$ cat config.mk
export PLATFORM = sky130hd
export DESIGN_NAME = uart_tx_fifo_flat
export DESIGN_NICKNAME = d
export VERILOG_FILES = /design/src/rtl/uart_tx_fifo_pkg.sv /design/src/rtl/uart_tx_fifo_if.sv /design/src/rtl/uart_tx_fifo_sync_fifo.sv /design/src/rtl/uart_tx_fifo.sv /design/src/flat_wrapper.sv
export SDC_FILE = /design/constraint.sdc
export NUM_CORES = 1
export LEC_CHECK = 0
export ABC_AREA = 1
export CELL_PAD_IN_SITES_DETAIL_PLACEMENT = 2
export CELL_PAD_IN_SITES_GLOBAL_PLACEMENT = 2
export CORE_AREA = 4 4 140 142
export CTS_BUF_LIST = sky130_fd_sc_hd__clkbuf_8
export DETAILED_ROUTE_END_ITERATION = 6
export DIE_AREA = 0 0 144 146
export PLACE_DENSITY = 0.85
export SLEW_MARGIN = 20
export SYNTH_ARGS = -nofsm -noshare
export SYNTH_HDL_FRONTEND = slang
export SYNTH_HIERARCHICAL = 1
export SYNTH_SLANG_ARGS = --single-unit
$ cat constraint.sdc
create_clock -name clk -period 2.55 [get_ports clk]
set_input_delay 0.51 -clock clk [delete_from_list [all_inputs] [get_ports clk]]
set_output_delay 0.51 -clock clk [all_outputs]
set_load 0.05 [all_outputs]
$ cat src/rtl/uart_tx_fifo_pkg.sv
// rtl/uart_tx_fifo_pkg.sv - shared defaults and pacing FSM state type for uart_tx_fifo
package uart_tx_fifo_pkg;

  localparam int DATA_BITS_DEF     = 8;
  localparam int FIFO_DEPTH_DEF    = 16;
  localparam int WAIT_BUSY_TIMEOUT = 2;

  typedef enum logic [1:0] {
    S_IDLE      = 2'd0,
    S_ISSUE     = 2'd1,
    S_WAIT_BUSY = 2'd2,
    S_WAIT_DONE = 2'd3
  } tx_state_t;

endpackage

$ cat src/rtl/uart_tx_fifo_if.sv
// rtl/uart_tx_fifo_if.sv - producer write port, uart_tx pacing and status signals
interface uart_tx_fifo_if #(
  parameter int data_bits  = 8,
  parameter int fifo_depth = 16
) ();

  logic                          wr_en;
  logic [data_bits-1:0]          wr_data;
  logic                          wr_ready;
  logic                          flush;
  logic                          ovf_clr;
  logic                          tx_data_vld;
  logic [data_bits-1:0]          tx_data_out;
  logic                          tx_active;
  logic [$clog2(fifo_depth):0]   fifo_count;
  logic                          fifo_empty;
  logic                          overflow;

  modport master (
    output wr_en, wr_data, flush, ovf_clr, tx_active,
    input  wr_ready, tx_data_vld, tx_data_out, fifo_count, fifo_empty, overflow
  );

  modport slave (
    input  wr_en, wr_data, flush, ovf_clr, tx_active,
    output wr_ready, tx_data_vld, tx_data_out, fifo_count, fifo_empty, overflow
  );

endinterface

$ cat src/rtl/uart_tx_fifo_sync_fifo.sv
// rtl/uart_tx_fifo_sync_fifo.sv - single-clock FIFO with occupancy count and flush
module sync_fifo #(
  parameter int width = 8,
  parameter int depth = 16
) (
  input  logic                       clk,
  input  logic                       rst,
  input  logic                       push,
  input  logic                       pop,
  input  logic                       flush,
  input  logic [width-1:0]           wdata,
  output logic [width-1:0]           rdata,
  output logic [$clog2(depth):0]     count,
  output logic                       full,
  output logic                       empty
);

  localparam int PW = $clog2(depth);
  localparam int CW = PW + 1;

  logic [width-1:0] mem [depth];
  logic [PW-1:0]    wr_ptr;
  logic [PW-1:0]    rd_ptr;
  logic [CW-1:0]    count_q;
  logic             push_ok;
  logic             pop_ok;

  // Flush discards a same-cycle push; full is judged on the registered count only.
  assign push_ok = push & ~full & ~flush;
  assign pop_ok  = pop & ~empty;

  always_ff @(posedge clk) begin
    if (push_ok) begin
      mem[wr_ptr] <= wdata;
    end
  end

  always_ff @(posedge clk) begin
    if (rst) begin
      wr_ptr  <= '0;
      rd_ptr  <= '0;
      count_q <= '0;
    end else begin
      if (push_ok) begin
        wr_ptr <= wr_ptr + 1'b1;
      end
      if (flush) begin
        rd_ptr  <= wr_ptr;
        count_q <= '0;
      end else begin
        if (pop_ok) begin
          rd_ptr <= rd_ptr + 1'b1;
        end
        count_q <= count_q + CW'(push_ok) - CW'(pop_ok);
      end
    end
  end

  assign rdata = mem[rd_ptr];
  assign count = count_q;
  assign full  = (count_q == CW'(depth));
  assign empty = (count_q == '0);

endmodule

$ cat src/rtl/uart_tx_fifo.sv
// rtl/uart_tx_fifo.sv - transmit FIFO that paces bytes into uart_tx as one-cycle start pulses
module uart_tx_fifo
  import uart_tx_fifo_pkg::*;
#(
  parameter int data_bits  = DATA_BITS_DEF,
  parameter int fifo_depth = FIFO_DEPTH_DEF
) (
  input logic           clk,
  input logic           rst,
  uart_tx_fifo_if.slave bus
);

  localparam int CW = $clog2(fifo_depth) + 1;

  logic                 push;
  logic                 pop;
  logic                 full;
  logic                 empty;
  logic [data_bits-1:0] head;
  logic [CW-1:0]        count;

  tx_state_t            state_q;
  tx_state_t            state_d;
  logic [1:0]           timer_q;
  logic                 vld_q;
  logic [data_bits-1:0] data_q;
  logic                 ovf_q;

  assign push = bus.wr_en & ~full;

  sync_fifo #(
    .width (data_bits),
    .depth (fifo_depth)
  ) u_fifo (
    .clk   (clk),
    .rst   (rst),
    .push  (push),
    .pop   (pop),
    .flush (bus.flush),
    .wdata (bus.wr_data),
    .rdata (head),
    .count (count),
    .full  (full),
    .empty (empty)
  );

  always_ff @(posedge clk) begin
    if (rst) begin
      state_q <= S_IDLE;
      timer_q <= '0;
    end else begin
      state_q <= state_d;
      timer_q <= (state_q == S_WAIT_BUSY) ? timer_q + 1'b1 : 2'd0;
    end
  end

  // WAIT_BUSY gives up if uart_tx never raises tx_active, so a mismatched uart cannot stall the queue.
  always_comb begin
    state_d = state_q;
    case (state_q)
      S_IDLE:      if (pop) state_d = S_ISSUE;
      S_ISSUE:     state_d = S_WAIT_BUSY;
      S_WAIT_BUSY: begin
        if (bus.tx_active) begin
          state_d = S_WAIT_DONE;
        end else if (timer_q == 2'(WAIT_BUSY_TIMEOUT - 1)) begin
          state_d = S_IDLE;
        end
      end
      S_WAIT_DONE: if (!bus.tx_active) state_d = S_IDLE;
      default:     state_d = S_IDLE;
    endcase
  end

  always_comb begin
    pop = 1'b0;
    if (state_q == S_IDLE && !empty && !bus.tx_active && !bus.flush) begin
      pop = 1'b1;
    end
  end

  // A write attempt while full sets overflow even when ovf_clr is asserted in the same cycle.
  always_ff @(posedge clk) begin
    if (rst) begin
      vld_q  <= 1'b0;
      data_q <= '0;
      ovf_q  <= 1'b0;
    end else begin
      vld_q <= pop;
      if (pop) begin
        data_q <= head;
      end
      if (bus.wr_en && full) begin
        ovf_q <= 1'b1;
      end else if (bus.ovf_clr) begin
        ovf_q <= 1'b0;
      end
    end
  end

  assign bus.wr_ready    = ~full;
  assign bus.tx_data_vld = vld_q;
  assign bus.tx_data_out = data_q;
  assign bus.fifo_count  = count;
  assign bus.fifo_empty  = empty;
  assign bus.overflow    = ovf_q;

endmodule
$ cat src/flat_wrapper.sv
// flat-port wrapper written by rule: the top's interface ports become plain ports
module uart_tx_fifo_flat import uart_tx_fifo_pkg::*;
#(
  parameter int data_bits  = DATA_BITS_DEF,
  parameter int fifo_depth = FIFO_DEPTH_DEF
)
  (clk, rst, bus_wr_en, bus_wr_data, bus_flush, bus_ovf_clr, bus_tx_active, bus_wr_ready, bus_tx_data_vld, bus_tx_data_out, bus_fifo_count, bus_fifo_empty, bus_overflow);
  uart_tx_fifo_if #(.data_bits(data_bits), .fifo_depth(fifo_depth)) bus_i ();
  input logic clk;
  input logic rst;
  input wire logic [$bits(bus_i.wr_en)-1:0] bus_wr_en;
  input wire logic [$bits(bus_i.wr_data)-1:0] bus_wr_data;
  input wire logic [$bits(bus_i.flush)-1:0] bus_flush;
  input wire logic [$bits(bus_i.ovf_clr)-1:0] bus_ovf_clr;
  input wire logic [$bits(bus_i.tx_active)-1:0] bus_tx_active;
  output wire logic [$bits(bus_i.wr_ready)-1:0] bus_wr_ready;
  output wire logic [$bits(bus_i.tx_data_vld)-1:0] bus_tx_data_vld;
  output wire logic [$bits(bus_i.tx_data_out)-1:0] bus_tx_data_out;
  output wire logic [$bits(bus_i.fifo_count)-1:0] bus_fifo_count;
  output wire logic [$bits(bus_i.fifo_empty)-1:0] bus_fifo_empty;
  output wire logic [$bits(bus_i.overflow)-1:0] bus_overflow;
  assign bus_i.wr_en = bus_wr_en;
  assign bus_i.wr_data = bus_wr_data;
  assign bus_i.flush = bus_flush;
  assign bus_i.ovf_clr = bus_ovf_clr;
  assign bus_i.tx_active = bus_tx_active;
  assign bus_wr_ready = bus_i.wr_ready;
  assign bus_tx_data_vld = bus_i.tx_data_vld;
  assign bus_tx_data_out = bus_i.tx_data_out;
  assign bus_fifo_count = bus_i.fifo_count;
  assign bus_fifo_empty = bus_i.fifo_empty;
  assign bus_overflow = bus_i.overflow;
  uart_tx_fifo #(.data_bits(data_bits), .fifo_depth(fifo_depth)) u_core (.clk(clk), .rst(rst), .bus(bus_i));
endmodule
# Yosys cells after proc, flatten, opt, wreduce, memory -nomap -nowiden
# Memory sizes are Yosys's and may differ from the RTL's. A register that Yosys moved wholly into a read port is not among the register bits.
# Index checks and enable logic that the tools add are counted.
[totals]
input_bits = 14
reg_bits = 19
n_memories = 1
ram_bits = 128
[memory_table]
columns = ["name", "depth", "word_bits", "rd", "rd_ports_with_merged_regs", "write_ports", "line_no", "rtl"]
rows = [
  ["u_core.u_fifo.mem", 16, 8, 1, 1, 1, "uart_tx_fifo_sync_fifo.sv:21", "logic [width-1:0] mem [depth];"],
]
[classes]
mux = 12
reduce_logical = 14
n_bitwise = 8
n_eq_ne = 8
addsub = 5
[ops]
columns = ["operator", "n"]
rows = [
  ["$add A4 B1 Y4 const B", 2],
  ["$mux W2", 4],
  ["$mux W4", 2],
  ["$pmux W2 S4", 1],
  ["$add A5 B1 Y5", 1],
  ["$eq A5 B5 Y1 const B", 1],
  ["$logic_not A5 Y1", 1],
  ["$mux W1", 5],
  ["$sub A5 B1 Y5", 1],
  ["$and A1 B1 Y1", 4],
  ["$eq A2 B1 Y1 const B", 2],
  ["$eq A2 B2 Y1 const B", 2],
  ["$logic_and A1 B1 Y1", 4],
  ["$ne A2 B2 Y1 const B", 2],
  ["$not A1 Y1", 4],
  ["$reduce_bool A2 Y1", 2],
  ["$reduce_or A2 Y1", 2],
  ["$logic_not A1 Y1", 3],
  ["$ne A3 B3 Y1 const B", 1],
  ["$reduce_and A3 Y1", 1],
  ["$add A2 B1 Y2 const B", 1],
  ["$logic_not A2 Y1", 1],
]

# Longest topological paths before layout
[depth]
ltp_word = 9
depth_mapped = 17
ltp_nobuf = 17

# By module
# The synthesis kept the hierarchy.
[by_module_without_submodules]
columns = ["mod", "area_per_inst_um2", "cells_per_inst", "instances"]
rows = [
  ["sync_fifo", 6268.5, 544, 1],
  ["uart_tx_fifo", 619.3, 77, 1],
]

# Worst setup path before layout
# Ideal clock, no wire load.
[synth_path]
path_type = "flip-flop to flip-flop"
startpoint = "reg u_core.u_fifo.count_q[2] (netlist: u_core/u_fifo/count[2])"
endpoint = "reg u_core.u_fifo.count_q[4] (netlist: u_core/u_fifo/count[4])"
slack_ps = -659
path_stages_with_launch = 18
t_arrival_ps = 3093
period_less_slack_ps = 3209
setup_ps = 116
required_time_ps = 2434
path_cell_list = "dfxtp_1 -> inv_1 -> ha_1 -> nand4_1 -> inv_1 -> nor2_2 -> nand3_4 -> clkinv_4 -> nand2_1 -> inv_1 -> ha_1 -> inv_1 -> ha_1 -> fa_1 -> a21oi_1 -> o21bai_1 -> o21ai_0 -> nor2_1"
[synth_between]
elab_chain_len = 8
elab_cells_between_ends = 15
classes_between = "add/sub: 2; eq/ne: 1; mux: 1; bitwise: 6; reduce/logical: 5"
[synth_lines]
columns = ["item", "line_no", "rtl"]
rows = [
  ["from (decl)", "uart_tx_fifo_sync_fifo.sv:24", "logic [CW-1:0] count_q;"],
  ["from (signal assigned)", "uart_tx_fifo_sync_fifo.sv:54", "count_q <= count_q + CW'(push_ok) - CW'(pop_ok);"],
  ["$logic_not A5 Y1", "uart_tx_fifo_sync_fifo.sv:62", "assign empty = (count_q == '0);"],
  ["via bus_fifo_empty", "flat_wrapper.sv:20", "output wire logic [$bits(bus_i.fifo_empty)-1:0] bus_fifo_empty;"],
  ["$logic_not A1 Y1", "uart_tx_fifo.sv:77", "if (state_q == S_IDLE && !empty && !bus.tx_active && !bus.flush) begin"],
  ["$logic_and A1 B1 Y1 (3 in series)", "uart_tx_fifo.sv:77", ""],
  ["$mux W1", "uart_tx_fifo.sv:77", ""],
  ["via u_core.pop", "uart_tx_fifo.sv:16", "logic pop;"],
  ["$and A1 B1 Y1", "uart_tx_fifo_sync_fifo.sv:30", "assign pop_ok = pop & ~empty;"],
  ["$sub A5 B1 Y5", "uart_tx_fifo_sync_fifo.sv:54", ""],
]
# The timed path passes the listed nets, and every way through them passes these cells.
# A chain may end at the register's enable or synchronous reset.

# Worst setup path after layout
[layout_path]
startpoint = "reg u_core.u_fifo.count_q[2] (netlist: u_core/u_fifo/count[2])"
endpoint = "reg u_core.u_fifo.count_q[2] (netlist: u_core/u_fifo/count[2])"
[layout_between]
elab_chain_len = 8
elab_cells_between_ends = 15
classes_between = "add/sub: 2; eq/ne: 1; mux: 1; bitwise: 6; reduce/logical: 5"
[layout_lines]
columns = ["item", "line_no"]
rows = [
  ["$logic_not A5 Y1", "uart_tx_fifo_sync_fifo.sv:62"],
  ["$logic_not A1 Y1", "uart_tx_fifo.sv:77"],
  ["$logic_and A1 B1 Y1 (3 in series)", "uart_tx_fifo.sv:77"],
  ["$mux W1", "uart_tx_fifo.sv:77"],
  ["via u_core.pop", "uart_tx_fifo.sv:16"],
  ["$and A1 B1 Y1", "uart_tx_fifo_sync_fifo.sv:30"],
  ["$sub A5 B1 Y5", "uart_tx_fifo_sync_fifo.sv:54"],
]
# The timed path passes the listed nets, and every way through them passes these cells.

==> metrics.txt <==
EDFF count, synth 128; unrepaired setup endpoints after global routing yes; Yosys warnings 6; # Max-Cap Violations 0; final wirelength 23000 um; die area 21000 um2; Initial DRC Count 325; worst setup path class flip-flop to flip-flop; FF-to-FF setup slack -0.16 ns; fin crit period roughly 2.7 ns; Rel. slew slack 39.2%; Worst Path Arrival 3.08 ns; root buffer cell clkbuf_8; R2R depth 17; vias 4953; PD cells 638 nW/um2; critical path cell sequence inv_4, ha_4, nand4_1, clkinvlp_4, nor2_4, nand3_4, clkinv_4, nand2_4, inv_4, ha_4, inv_4, ha_4, fa_2, buf_4, buf_6, xnor2_2, nor2_2; Routed Antenna Nets 0; Final WS setup -0.160 ns; ant diodes 0; Mapped Cells 621; Endpoint, Worst Hold u_core/timer_q[0]; Die X 144 um; Post-DP Area 7650 um2; vias in the first global route ~5600; vias per inst 5.29; HPWL Detailed between 10000 and 15000 um; num rows 50; Setup crit end kind flip-flop; number of I/O pins 31; drc violations 0; FF-to-FF End u_core/u_fifo/count[2]; failing checks setup timing; Place WS -0.263 ns; worst skew pair latency 0.46 ns; crit-path max FO 2; Required @ worst endpoint 2.92 ns; placed cell count 890; peak supply drop 0.385 mV; H-tree Lvls 4; sequential fraction of the synthesis area 64.8%; synthesized area 6890 um2; TritonCTS buffer count 17; DRT Pass-1 Iters 4; layout cells sized above 1 approximately 20%; CP max-delay cell dfxtp_4; worst reg2reg startpoint u_core/u_fifo/count[2]; worst slew pin tran 0.911 ns; ys flop type edfxtp_1; critical path's top delay family adder cells; Fin Clk Skew 0.0172 ns; fin nets 717; # setup viols final 2; crit-path max cell delay between 0.3 and 0.4 ns; DIE HEIGHT around 150 um; final worst-path cycle share 106%; Final Hold Viols 0; Overflow after GRT 0; total global-route track usage 22.1%; worst setup path startpoint u_core/u_fifo/count[2]; Post-CTS Hold Buffers 0; post-route insts no fill 937; area grow syn2layout 18.8%; Mapped Nets 648; Static Leak 0.00297 uW; beginning of the worst hold path u_core/timer_q[0]; synth unique cells 28; clk slew on worst S/H paths 0.09 ns; Startpoint Class flip-flop; worst path buffer plus inverter count 7; initial antenna violation count 0; asr flop ratio synth 0%; mean post-synth cell area between 10 and 15 um2; largest net degree at the start of global routing 46; gpl congestion approximately 0.76; Routed wire per std cell ~25 um; fin area slightly above 8000 um2; TritonCTS clock tree built; Max Clock Freq 369 MHz; IO buf count 30; HP Class flip-flop to flip-flop; first-pass GRT wire length 34300 um; Core Area 18500 um2; outcome complete, but fails checks; Seq cells post-synth 159; Bufs on Longest Clock Path 2; Initial Util 37.3%; total clock sinks 159; hold depth 1; final-report max-slew violation count 0
[per-stage QoR]
| step | power, uW | util [%] | TNS, ns | hold WS (ns) |
|---|---|---|---|---|
| after floorplan | 3250 | - | -0.799 | 0.397 |
| after global placement | 3400 | 41.4 | -0.198 | 0.406 |
| after detailed placement | 3460 | 41.4 | -1.39 | 0.432 |
| after CTS | 5170 | 43.8 | -0.0482 | 0.445 |
| after global routing | 5430 | 44.3 | -0.395 | 0.472 |
| final | 5220 | 44.3 | -0.295 | 0.434 |
[kinds of logic (layout without fill, tap and decap cells)]
group                    count (synthesis)  after routing  synth area share, %
buffers and inverters                  127            209                 7.79
adder cells (fa/ha/maj)                 13             13                 2.47
AND/OR/NAND/NOR                        215            215                 13.6
XOR/XNOR                                 3              3                0.382
AO/OA/AOI/OAI                          104            104                 10.9
flip-flops                             159            159                 64.8
[power breakdown]
group | leakage [uW] | total (uW) | internal [uW] | switching (uW)
registers | 0.00141 | 2890 | 2840 | 56.0
clock network | 0.000176 | 1780 | 763 | 1010
logic | 0.00139 | 551 | 180 | 371
[per-layer routing]
metal,wire (um),track usage [%]
met5,0,0
met4,516,8.05
met3,968,5.16
met2,12400,39.4
met1,9150,25.7
[layout make-up]
class | instances | area, um2
repair buffers | 77 | 678
clock buffers | 17 | 234
clock inverters | 15 | 121
fillers | 1875 | 10300
flip-flops and latches | 159 | 4480
well taps | 234 | 293
multi-input cells | 335 | 1970
inverters | 100 | 402
[timing repair]
item,4_1_cts,5_1_grt
pin swaps,8,4
resized for setup,5,13
endpoints found under the setup margin,3,121
buffers inserted,8,7
[cells in the final DEF, fill, tap and decap left out, types with 12 or more instances in the layout]
cell type	netlist	layout
a21oi_1	21	20
o211ai_1	41	41
o211ai_2	13	13
buf_4	0	45
edfxtp_1	128	128
nand2_1	105	100
o21ai_0	20	18
nand3_1	58	58
nor2_1	33	30
clkbuf_8	0	17
clkdlybuf4s50_1	0	28
nand2_2	8	12
inv_1	99	93
dfxtp_1	31	25
[how the worst max path moves through the flow]
stage,end,slack [ns],cells after the start
finish,u_core/u_fifo/count[2],-0.16,17
CTS,u_core/u_fifo/count[4],-0.05,17
global placement,u_core/u_fifo/count[4],-0.13,14
global route,u_core/u_fifo/count[4],-0.20,17
detailed placement,u_core/u_fifo/count[4],-0.26,14
floorplan,u_core/u_fifo/count[4],-0.34,17
[state kept, by name (all words and copies together), names as in the netlist, named ones only]
register	cells
u_core/u_fifo/mem	128
u_core/bus.tx_data_out	8
u_core/u_fifo/count	5
u_core/u_fifo/rd_ptr	4
u_core/u_fifo/wr_ptr	4
u_core/state_q	2
u_core/timer_q	2
u_core/bus.overflow	1
u_core/bus.tx_data_vld	1
[cell usage after synthesis (2+ instances only)]
| cell | instances | share of area (%) |
|---|---|---|
| inv_1 | 99 | 5.4 |
| nand2_1 | 105 | 5.7 |
| ha_1 | 12 | 2.2 |
| or2_2 | 2 | 0.18 |
| nor2_1 | 33 | 1.8 |
| edfxtp_1 | 128 | 56 |
| dfxtp_1 | 31 | 9.0 |
| a21oi_1 | 21 | 1.5 |
| buf_6 | 4 | 0.65 |
| nor2_2 | 3 | 0.27 |
| nand2_2 | 8 | 0.73 |
| buf_2 | 20 | 1.5 |
| o211ai_1 | 41 | 4.5 |
| buf_1 | 2 | 0.11 |
| nand4_1 | 3 | 0.27 |
| o211ai_2 | 13 | 2.4 |
| xnor2_1 | 2 | 0.25 |
| a21oi_2 | 8 | 1.0 |
| nand3_1 | 58 | 4.2 |
| o21ai_0 | 20 | 1.5 |
Power figures use the tool's default switching activity.
